==> src/rtl/pipe_stage_skid_pkg.sv <==
// Shared pipeline definitions: occupancy codes, default widths, control-field
// layout and the skid-stage state encoding used by every pipeline register.
package pipe_stage_skid_pkg;

  localparam logic [1:0] OCC_EMPTY = 2'd0;
  localparam logic [1:0] OCC_ONE   = 2'd1;
  localparam logic [1:0] OCC_FULL  = 2'd2;

  localparam int DEF_DATA_W = 64;
  localparam int DEF_CTRL_W = 8;

  // Control payload layout, identical in every stage so fields line up.
  localparam int REGWRT_BIT = 0;
  localparam int MEMWRT_BIT = 1;
  localparam int READEN_BIT = 2;
  localparam int WBSEL_LSB  = 3;
  localparam int WRTREG_LSB = 4;

  // Bit 0 is main_valid and bit 1 is skid_valid, so the valid bits are the
  // state flops themselves and in_ready is a pure flop output.
  typedef enum logic [1:0] {
    ST_EMPTY = 2'b00,
    ST_ONE   = 2'b01,
    ST_FULL  = 2'b11
  } state_t;

endpackage

==> src/rtl/pipe_reg_en.sv <==
// Generic payload register: async reset to zero, synchronous clear that wins
// over the load enable (used to squash control on flush).
module pipe_reg_en #(
  parameter int WIDTH = 8
) (
  input  logic             clk,
  input  logic             rst,
  input  logic             en,
  input  logic             clr,
  input  logic [WIDTH-1:0] d,
  output logic [WIDTH-1:0] q
);

  // Register update: clear has priority over load, otherwise hold.
  always_ff @(posedge clk or posedge rst) begin
    if (rst)      q <= '0;
    else if (clr) q <= '0;
    else if (en)  q <= d;
  end

endmodule

==> src/rtl/pipe_stage_skid.sv <==
// Pipeline stage register with a one-entry skid buffer so that upstream ready
// is registered, plus a flush that turns every held entry into a bubble.
module pipe_stage_skid
  import pipe_stage_skid_pkg::*;
#(
  parameter int DATA_W    = DEF_DATA_W,
  parameter int CTRL_W    = DEF_CTRL_W,
  parameter int GATE_CTRL = 1
) (
  input  logic              clk,
  input  logic              rst,
  input  logic              flush,
  input  logic              in_valid,
  output logic              in_ready,
  input  logic [DATA_W-1:0] in_data,
  input  logic [CTRL_W-1:0] in_ctrl,
  output logic              out_valid,
  input  logic              out_ready,
  output logic [DATA_W-1:0] out_data,
  output logic [CTRL_W-1:0] out_ctrl,
  output logic [1:0]        occ
);

  state_t state, state_nxt;

  logic main_valid, skid_valid;
  logic acc, pop;
  logic main_load, skid_load, main_from_skid;

  logic [DATA_W-1:0] main_data, skid_data, main_data_d;
  logic [CTRL_W-1:0] main_ctrl, skid_ctrl, main_ctrl_d;

  assign main_valid = state[0];
  assign skid_valid = state[1];
  assign in_ready   = ~skid_valid;
  assign out_valid  = main_valid;
  assign acc        = in_valid & in_ready;
  assign pop        = main_valid & out_ready;
  assign occ        = {1'b0, main_valid} + {1'b0, skid_valid};

  // When the skid drains, the older skid entry moves into main.
  assign main_data_d = main_from_skid ? skid_data : in_data;
  assign main_ctrl_d = main_from_skid ? skid_ctrl : in_ctrl;

  // State register; the valid bits live in the state encoding.
  always_ff @(posedge clk or posedge rst) begin
    if (rst) state <= ST_EMPTY;
    else     state <= state_nxt;
  end

  // Next-state and register-load decisions; flush overrides every transfer.
  always_comb begin
    state_nxt      = state;
    main_load      = 1'b0;
    skid_load      = 1'b0;
    main_from_skid = 1'b0;
    if (flush) begin
      state_nxt = ST_EMPTY;
    end else begin
      case (state)
        ST_EMPTY: begin
          if (acc) begin
            main_load = 1'b1;
            state_nxt = ST_ONE;
          end
        end
        ST_ONE: begin
          if (acc && pop) begin
            main_load = 1'b1;
          end else if (acc) begin
            skid_load = 1'b1;
            state_nxt = ST_FULL;
          end else if (pop) begin
            state_nxt = ST_EMPTY;
          end
        end
        ST_FULL: begin
          if (pop) begin
            main_load      = 1'b1;
            main_from_skid = 1'b1;
            state_nxt      = ST_ONE;
          end
        end
        default: state_nxt = ST_EMPTY;
      endcase
    end
  end

  pipe_reg_en #(.WIDTH(DATA_W)) u_main_data (
    .clk(clk), .rst(rst), .en(main_load), .clr(1'b0),
    .d(main_data_d), .q(main_data)
  );

  pipe_reg_en #(.WIDTH(CTRL_W)) u_main_ctrl (
    .clk(clk), .rst(rst), .en(main_load), .clr(flush),
    .d(main_ctrl_d), .q(main_ctrl)
  );

  pipe_reg_en #(.WIDTH(DATA_W)) u_skid_data (
    .clk(clk), .rst(rst), .en(skid_load), .clr(1'b0),
    .d(in_data), .q(skid_data)
  );

  pipe_reg_en #(.WIDTH(CTRL_W)) u_skid_ctrl (
    .clk(clk), .rst(rst), .en(skid_load), .clr(flush),
    .d(in_ctrl), .q(skid_ctrl)
  );

  assign out_data = main_data;

  // An idle stage can hold stale control; gating keeps it from looking live.
  generate
    if (GATE_CTRL != 0) begin : g_gate
      assign out_ctrl = main_ctrl & {CTRL_W{main_valid}};
    end else begin : g_nogate
      assign out_ctrl = main_ctrl;
    end
  endgenerate

  a_no_orphan_skid : assert property (@(posedge clk) disable iff (rst)
    !(skid_valid && !main_valid));

  a_occ_legal : assert property (@(posedge clk) disable iff (rst)
    occ != 2'd3);

  a_stall_stable : assert property (@(posedge clk) disable iff (rst)
    (out_valid && !out_ready && !flush) |=>
      (out_valid && $stable(out_data) && $stable(out_ctrl)));

endmodule

==> config.mk <==
export PLATFORM = sky130hd
export DESIGN_NAME = pipe_stage_skid
export DESIGN_NICKNAME = d
export VERILOG_FILES = /design/src/rtl/pipe_stage_skid_pkg.sv /design/src/rtl/pipe_reg_en.sv /design/src/rtl/pipe_stage_skid.sv
export SDC_FILE = /design/constraint.sdc
export NUM_CORES = 1
export LEC_CHECK = 0
export ABC_AREA = 1
export BUFFER_PORTS_ARGS = -buffer_cell sky130_fd_sc_hd__buf_4
export CAP_MARGIN = 25
export CELL_PAD_IN_SITES_DETAIL_PLACEMENT = 0
export CELL_PAD_IN_SITES_GLOBAL_PLACEMENT = 1
export CORE_MARGIN = 2
export CORE_UTILIZATION = 35
export DETAILED_ROUTE_END_ITERATION = 8
export GPL_ROUTABILITY_DRIVEN = 1
export HOLD_SLACK_MARGIN = 0.08
export PLACE_DENSITY = 0.84
export SLEW_MARGIN = 20
export SYNTH_ARGS = -nofsm -noshare
export SYNTH_HDL_FRONTEND = slang
export SYNTH_SLANG_ARGS = --single-unit
==> constraint.sdc <==
create_clock -name clk -period 5.09 [get_ports clk]
set_clock_uncertainty 0.1 [all_clocks]
set_input_delay 0.7635 -clock clk [delete_from_list [all_inputs] [get_ports clk]]
set_output_delay 0.7635 -clock clk [all_outputs]
set_load 0.02 [all_outputs]
==> summary.txt <==
Global route
  • Initial antenna violation count: 0
  • GRT Overall Usage: 16.6%
  • Vias in the first global route: 5,174
  • Grt total ovfl: 0
  • First-pass GRT wire length: 26,600 um
  • Largest net degree at the start of global routing: 77

Synth
  • Top-area cell type share of the netlist area: 54.7%
  • #FFs+latches synth: 146
  • Synth area leader: dfrtp_1
  • Syn avg cell area: 7.91 um2
  • Post-synthesis instance total: 845
  • Sequential area share after synthesis: 54.7%
  • Syn Std Cell Area: 6690 um2
  • Largest cells by area after synthesis: dfrtp_1 (55%), nand2_1 (17%), o21ai_0 (8.1%), nand3_1 (7.1%), inv_1 (5.1%)
  • Synth cell types: 18
  • Syn. warnings: 0
  • Synthesized Nets: 926

Routing
  • Vias/cell: 4.66
  • Detailed Routing Iterations Pass 1: 5
  • Routed via count: 5,663
  • Drt initial violations: 338
  • Post-Route WL: 16,400 um
  • Post-DRT Antenna Nets: 0
  • Detailed-route DRC error count: 0
  • Wire length per cell: 13.5 um

Setup path
  • Max incr delay on CP: 0.64 ns
  • Req. time, crit path: 5.29 ns
  • CP arrival: 3.59 ns
  • Crit-path most repeated cell: nand2_1
  • Critical path fanouts, max: 74
  • CP Buf/Inv Count: 2
  • CP Class: flip-flop to flip-flop
  • Slowest CP cell: dfrtp_1
  • Crit path max-delay family: simple AND/OR/NAND/NOR gates
  • Worst setup EP type: flip-flop
  • Setup crit start kind: flip-flop
  • Critical Path, Cell by Cell: ha_1 > nand3_1 > nand2_1 > inv_1 > nand2_4 > nand2_2 > buf_4 > nand2_1 > nand2_1

STA
  • Final worst setup slack: 1.69 ns
  • Endpoints failing hold: 0
  • Post-route setup TNS: 0 ns
  • Period minus WS final: 3.40 ns
  • Slew Limit Fails: 0
  • Worst-margin pin slew: 0.879 ns
  • Maximum clock frequency: 0.294 GHz
  • RSZ-0062 raised after global routing: false
  • Final setup viols: 0
  • Slew headroom: 41.4%
  • Final period utilization: 66.8%

Clocking
  • PostCTS Resize Cnt: 0
  • Setup Fix Bufs, Post-CTS: 0
  • Worst-Skew Late Latency: 0.41 ns
  • H-tree depth: 4
  • Worst-case clock buffer depth: 2
  • Clock transition at path regs: 0.06 ns
  • Cts hold-fix bufs: 0
  • Clock Sinks: 146
  • CTS Root Cell: clkbuf_16
  • CTS tree: done
  • Clock buffer count from CTS: 17

Placed design
  • HPWL Detailed: 10,400 um
  • Post-Place Setup Slack: 1.64 ns
  • Routability cong.: 0.740
  • Inst Count DP: 1,184
  • PortBufs: 152
  • Area after DPL: 7970 um2

Power and ir drop
  • Switching part of the total: 35.7%
  • Pwr Density: 586 nW/um2
  • Pleak: 4.59 nW
  • Clock power share: 26.8%
  • P_int: 3.24 mW
  • Sequential share of power: 40.3%
  • Comb pwr share: 32.9%
  • Net switching power: 1.80 mW
  • Max VDD drop: 0.000255 V

Die
  • Die Height: 142 um
  • Core ar.: 18,700 um2
  • I/O pin total: 153
  • Die span in x: 142 um
  • Starting Density: 35.7%
  • Die footprint: 20,200 um2
  • Rows: 50

Final layout
  • Fraction of layout cells with a size suffix above 1: 20.1%
  • Final nets: 1,050
  • Area grow syn2layout: 28.7%
  • # diodes: 0
  • Number of fillers in the final layout: 1,851
  • Non-Filler Instances: 1,214
  • Fin area: 8600 um2

Hold path
  • Worst Hold Class: input pin to async pin

Job
  • Max Cap Viol: 0

Status
  • Status: finished, final reports clean
## power by group through the flow
stage | logic (mW) | clock network (mW) | registers (mW)
final | 1.66 | 1.35 | 2.03
after floorplan | 0.714 | 0 | 2.29
after detailed placement | 1.68 | 0 | 2.04
after global placement | 1.65 | 0 | 2.03
after global routing | 1.85 | 1.43 | 2.10
after CTS | 1.68 | 1.39 | 2.03
## cell type report
| cell class | instances | area (um2) | area share [%] |
|---|---|---|---|
| Timing Repair Buffer | 159 | 1220 | 14.2 |
| Clock inverter | 8 | 150 | 1.75 |
| Multi-Input combinational cell | 553 | 2450 | 28.5 |
| Sequential cell | 146 | 3650 | 42.5 |
| Inverter | 92 | 350 | 4.07 |
| Tap cell | 234 | 293 | 3.40 |
| Clock buffer | 22 | 484 | 5.63 |
## kinds of logic after synthesis
family / after synthesis / synth area share (%)
AOI/OAI and AO/OA: 137 / 10.3
buffers and inverters: 146 / 9.10
DFF: 146 / 54.7
adders and majority gates: 4 / 0.749
and+or+nand+nor: 412 / 25.2
## worst paths after layout
| path | startpoint | to | slack [ns] | cells past startpoint |
|---|---|---|---|---|
| min | rst | u_skid_data.q[37]$_DFFE_PP0P_ | 0.34 | 2 |
| min reg2reg | u_main_data.q[9]$_DFFE_PP0P_ | u_main_data.q[9]$_DFFE_PP0P_ | 0.38 | 2 |
| min in group clk | u_main_data.q[9]$_DFFE_PP0P_ | u_main_data.q[9]$_DFFE_PP0P_ | 0.38 | 2 |
| max | state[0]$_DFFE_PP0P_ | u_main_data.q[63]$_DFFE_PP0P_ | 1.69 | 9 |
| max reg2reg | state[0]$_DFFE_PP0P_ | u_main_data.q[63]$_DFFE_PP0P_ | 1.69 | 9 |
| max in group asynchronous | rst | u_skid_data.q[9]$_DFFE_PP0P_ | 3.54 | 3 |
## metal layers
| metal | vias to the layer above | global-route usage [%] | part of all wire [%] |
|---|---|---|---|
| li1 | 2910 | - | - |
| met3 | 17 | 2.89 | 4.1 |
| met2 | 122 | 25.9 | 46 |
| met4 | 0 | 6.32 | 1.6 |
| met5 | - | 0 | 0 |
| met1 | 2614 | 23.1 | 48 |
## cell usage in the layout (no fill, tap or decap), drive strengths merged
master,instances
buf,159
bufinv,4
clkbuf,22
clkinv,2
clkinvlp,1
dfrtp,146
ha,4
inv,93
nand2,308
nand3,96
nand4,2
nor2,6
o21ai,137
## through the flow
step                utilization [%]  hold WS [ns]  power [mW]
CTS                            46.0         0.345        5.10
global route                   46.0         0.382        5.38
finish                         46.0         0.339        5.04
floorplan                         -         0.353        3.01
detailed placement             42.6         0.368        3.72
global placement               42.5         0.365        3.68
## synthesized netlist by cell type
cell and number:
inv_2 1, clkbuf_1 15, o21ai_0 108, buf_1 4, nor2_4 1, buf_6 1, inv_1 91, nand2_1 308
buf_4 4, o21ai_1 28, nor2_1 5, dfrtp_1 146, o21ai_2 1, nand3_1 95, buf_2 30, nand3_2 1
ha_1 4, nand4_1 2
## registers in the layout (all words and copies together) (netlist names)
name / cells
state: 2
u_main_ctrl.q: 8
u_main_data.q: 64
u_skid_ctrl.q: 8
u_skid_data.q: 64
Note: power is estimated with default switching activity, not from simulation.
